==> src/rtl/arb_pkg.sv <==
// arb_pkg: shared constants and state encoding for the 4-way priority arbiter.
package arb_pkg;
    localparam int N_REQ = 4;
    localparam logic [2:0] NO_OWNER = 3'd7;
    typedef enum logic {IDLE, GRANT} state_t;
endpackage

==> src/rtl/prio_pick.sv <==
// prio_pick: highest set bit number of a 4-bit vector, or NO_OWNER when empty.
module prio_pick
    import arb_pkg::*;
(
    input  logic [N_REQ-1:0] vec_i,
    output logic [2:0]       id_o
);
    always_comb id_o = vec_i[3] ? 3'd3 : vec_i[2] ? 3'd2 : vec_i[1] ? 3'd1 : vec_i[0] ? 3'd0 : NO_OWNER;
endmodule

==> src/rtl/priority_arbiter_ctrl.sv <==
// priority_arbiter_ctrl: 4-way fixed/round-robin arbiter with a hold limit and
// a one-arbitration penalty on the requester that was force-revoked.
module priority_arbiter_ctrl
    import arb_pkg::*;
#(
    parameter int MAX_HOLD = 15
) (
    input  logic             clk,
    input  logic             rstN,
    input  logic [N_REQ-1:0] req,
    input  logic             rr_mode,
    output logic [N_REQ-1:0] grant,
    output logic [2:0]       grant_id,
    output logic             busy,
    output logic             timeout
);
    localparam logic [3:0] HOLD_LAST = 4'(MAX_HOLD - 1);
    state_t           state_q, state_d;
    logic [N_REQ-1:0] grant_q, grant_d;
    logic [2:0]       id_q, id_d;
    logic [3:0]       cnt_q, cnt_d;
    logic [N_REQ-1:0] pen_q, pen_d;
    logic [1:0]       last_q, last_d;
    logic             tmo_q, tmo_d;
    logic [N_REQ-1:0] elig, rot, pick_vec;
    logic [2:0]       pick_id;
    logic [1:0]       win;
    logic             held;
    assign elig = req & ~pen_q;
    // Rotate so that requester last_owner-1 sits at bit 3; the fixed picker then yields the round-robin order.
    always_comb begin
        for (int k = 0; k < N_REQ; k++) rot[k] = elig[2'(k) + last_q];
    end
    assign pick_vec = rr_mode ? rot : elig;
    prio_pick u_pick (
        .vec_i (pick_vec),
        .id_o  (pick_id)
    );
    assign win  = pick_id[1:0] + (rr_mode ? last_q : 2'd0);
    assign held = req[id_q[1:0]];
    always_comb begin
        state_d = state_q;
        grant_d = grant_q;
        id_d    = id_q;
        cnt_d   = cnt_q;
        pen_d   = pen_q;
        last_d  = last_q;
        tmo_d   = 1'b0;
        if (state_q == IDLE) begin
            pen_d = '0;
            if (!pick_id[2]) begin
                state_d = GRANT;
                grant_d = N_REQ'(1) << win;
                id_d    = {1'b0, win};
                cnt_d   = '0;
                last_d  = win;
            end
        end else if (!held) begin
            state_d = IDLE;
            grant_d = '0;
            id_d    = NO_OWNER;
            cnt_d   = '0;
        end else if (cnt_q == HOLD_LAST) begin
            state_d = IDLE;
            grant_d = '0;
            id_d    = NO_OWNER;
            cnt_d   = '0;
            tmo_d   = 1'b1;
            pen_d   = grant_q;
        end else begin
            cnt_d = cnt_q + 4'd1;
        end
    end
    always_ff @(posedge clk or negedge rstN) begin
        if (!rstN) begin
            state_q <= IDLE;
            grant_q <= '0;
            id_q    <= NO_OWNER;
            cnt_q   <= '0;
            pen_q   <= '0;
            last_q  <= '0;
            tmo_q   <= 1'b0;
        end else begin
            state_q <= state_d;
            grant_q <= grant_d;
            id_q    <= id_d;
            cnt_q   <= cnt_d;
            pen_q   <= pen_d;
            last_q  <= last_d;
            tmo_q   <= tmo_d;
        end
    end
    assign grant    = grant_q;
    assign grant_id = id_q;
    assign busy     = |grant_q;
    assign timeout  = tmo_q;
endmodule
==> config.mk <==
export PLATFORM = sky130hd
export DESIGN_NAME = priority_arbiter_ctrl
export DESIGN_NICKNAME = d
export VERILOG_FILES = /design/src/rtl/arb_pkg.sv /design/src/rtl/prio_pick.sv /design/src/rtl/priority_arbiter_ctrl.sv
export SDC_FILE = /design/constraint.sdc
export NUM_CORES = 1
export LEC_CHECK = 0
export BUFFER_PORTS_ARGS = -buffer_cell sky130_fd_sc_hd__buf_2
export CAP_MARGIN = 20
export CORE_MARGIN = 1
export CORE_UTILIZATION = 50
export DETAILED_ROUTE_END_ITERATION = 10
export PLACE_DENSITY = 0.74
export SYNTH_ARGS = -nofsm -noshare
export SYNTH_HDL_FRONTEND = slang
export SYNTH_SLANG_ARGS = --single-unit
==> constraint.sdc <==
create_clock -name clk -period 3 [get_ports clk]
set_input_delay 0 -clock clk [delete_from_list [all_inputs] [get_ports clk]]
set_output_delay 0 -clock clk [all_outputs]
set_load 0.05 [all_outputs]
==> impl_metrics.json <==
{
  "p_per_area_nw_per_um2": 1020,
  "cts_buffers": 3,
  "max_stage_delay_ps": 520,
  "die_w_um": 50.0,
  "min_path_type": "primary input to asynchronous set/reset pin",
  "timing.final.hold_violations": 0,
  "drt-initial-drc-count": 14,
  "area_growth_syn_to_layout_pct": 11.5,
  "die_y_um": 50.0,
  "fin_crit_ps": 2610,
  "yosysSeqAreaShare_pct": 41.6,
  "p_int_uw": 671,
  "max-clock-path-buffers": 2,
  "critPathArrivalTime_ps": 2850,
  "highest_layer": "met4",
  "yosys_register_bits": 19,
  "io_pins": 16,
  "place_congestion": 0.838,
  "ir_worst_vdd_mv": 0.691,
  "start_util_pct": 52.5,
  "multiInputGateArea_um2": 642,
  "criticalPathCategory": "flop to flop",
  "met1Wirelength_um": 1080,
  "crit_path_end_kind": "flop",
  "p_sw_uw": 635,
  "grt_max_degree": 20,
  "grt_pass1_vias": 876,
  "mappedNetlistNets": 114,
  "ys.flop_type": "dfrtp_1",
  "seqCellArea_um2": 479,
  "antenna_cells": 0,
  "grt_pass1_wl_um": 4180,
  "worstSetupStartpointType": "flop",
  "avgViaCountPerCell": 6.11,
  "drtPass1Iterations": 4,
  "timing.setup.tns_ps": 0,
  "fin_skew_ps": 3.39,
  "wl_per_cell_um": 15.6,
  "maxCapViolations": 0,
  "rsz0062_at_grt": "no",
  "h-tree-depth": 1,
  "power_uw": 1310,
  "synth_warnings": 0,
  "power_frac_seq_pct": 34.2,
  "fp-row-count": 17,
  "comb_power_share_pct": 56.0,
  "slew_viol_final": 0,
  "cellLeakagePower_uw": 0.000583,
  "synth_area_um2": 1150,
  "synth_edf_count": 0,
  "fmax_mhz": 383,
  "port-buffer-count": 15,
  "cts_sinks": 19,
  "layout-drive-gt1-share_pct": 29.0,
  "cp_data_required_time_ps": 3250,
  "antenna_found_initial": 0,
  "relSlewSlack_pct": 64.6,
  "fin_nets": 133,
  "syn_avg_cell_area_um2": 10.9,
  "clock_latency_ps": 300,
  "slowest_stage": "dfrtp_1",
  "core_um2": 2190,
  "clock-root-buffer": "clkbuf_4",
  "num_vias": 929,
  "dieArea_um2": 2500,
  "postSynthCellCount": 106,
  "met2_length_um": 1190,
  "sw_frac_of_total_pct": 48.7,
  "gr-total-overflow": 0,
  "worst_pin_slew_ps": 529,
  "drc": 0,
  "synth-async-reset-ratio_pct": 100,
  "clk_pin_slew_ps": 100,
  "wl_met3_um": 88,
  "fin_crit_sh_pct": 86.9,
  "cts.repair.resized": 0,
  "cts_setup_buffers": 0,
  "cts_tree": "done",
  "outcome": "finished, final reports clean",
  "cp_max_fo": 10,
  "crit_chain": "and2_4 > and2b_4 > a221oi_2 > a21oi_1 > or2_2 > ha_1 > xor2_1 > o21ai_0 > o21ai_1 > a22o_1",
  "hpwl_um": 1830,
  "setup_viol": 0,
  "clkPwrFrac_pct": 9.8,
  "netlist-cell-type-count": 45,
  "grt_usage_pct": 22.3,
  "wl_um": 2370,
  "num-fill-cells": 195,
  "ant_nets": 0,
  "hold_buffers": 1
}
[sequential cells by signal, summed over array words and instances (netlist names)]
register  flops
pen_q         4
grant_id      3
last_q        2
state_q       1
cnt_q         4
grant         4
timeout       1
[per-layer routing]
metal / up-vias / global-route usage (%)
met5: - / 0
met4: 0 / 5.24
met3: 4 / 6.17
met2: 21 / 38.0
met1: 461 / 27.5
li1: 443 / -
[Yosys cell counts (2+ instances only)]
cell | instances | area share, %
nor2_1 | 8 | 2.6
nand3_1 | 2 | 0.87
mux2i_1 | 2 | 1.7
nand2b_2 | 2 | 1.5
o2111a_1 | 2 | 2.0
inv_1 | 4 | 1.3
dfstp_2 | 3 | 6.8
a22o_1 | 11 | 8.4
a21oi_1 | 6 | 2.6
o21ai_1 | 4 | 1.7
a22oi_1 | 2 | 1.3
nand3b_1 | 2 | 1.3
nand2_1 | 8 | 2.6
a221o_1 | 2 | 1.7
dfrtp_1 | 16 | 35
or2b_1 | 2 | 1.3
nor2b_1 | 2 | 1.1
[cell type report]
type / instances / area share (%)
flip-flops and latches: 19 / 37.3
clock inverters: 1 / 0.390
multi-input cells: 81 / 50.0
inverters: 4 / 1.17
clock buffers: 3 / 1.75
well taps: 28 / 2.73
repair buffers: 16 / 6.63
[cell usage in the layout, fill, tap and decap left out, types with 3 or more instances in the layout]
cell type | netlist | layout
dfstp_2 | 3 | 3
buf_2 | 0 | 15
o21ai_1 | 4 | 4
a21oi_1 | 6 | 6
nand2_1 | 8 | 8
a22o_1 | 11 | 11
inv_1 | 4 | 4
nor2_1 | 8 | 8
dfrtp_1 | 16 | 16
clkbuf_4 | 0 | 3
[critical path, delay by kind of cell, from the launching register on]
family,cells,cell delay (ps)
AND/OR/NAND/NOR,3,660
AO/OA/AOI/OAI,5,930
adder cells (fa/ha/maj),1,210
flip-flops,1,520
XOR/XNOR,1,240
[final timing paths]
check                                from          end  slack (ps)  cells past startpoint
worst max register to register  last_q[0]     grant[2]         390                     10
worst min register to register   pen_q[2]     pen_q[2]         520                      1
min in group clk                  rr_mode     cnt_q[0]         380                      6
worst min-delay path                 rstN     pen_q[1]         160                      2
worst max-delay path            last_q[0]     grant[2]         390                     10
max in group asynchronous            rstN  grant_id[0]        2520                      2
[power groups by stage]
stage               clock network [µW]  logic, µW  registers, µW
floorplan                            0        505            537
global placement                     0        716            444
detailed placement                   0        729            449
CTS                                133        734            445
global route                       142        795            461
finish                             128        731            447
[per-stage QoR]
step | util, % | cells | hold slack, ps | instance area [µm²] | worst slack [ps]
3_5_place_dp | 56.9 | 147 | -42.2 | 1250 | 391
4_1_cts | 58.6 | 152 | 165 | 1280 | 369
6_report | 58.6 | 152 | 158 | 1280 | 392
5_1_grt | 58.6 | 152 | 207 | 1280 | 189
2_1_floorplan | - | 106 | -296 | 1150 | 581
3_3_place_gp | 56.9 | 147 | -51.4 | 1250 | 435
[kinds of logic after synthesis]
logic type	share of synthesized area (%)
compound gates	29.0
simple gates	19.9
flops	41.6
buf+inv	2.61
mux	5.00
xor+xnor	0.761
fa+ha+maj	1.09
Note: power is estimated with default switching activity, not from simulation.
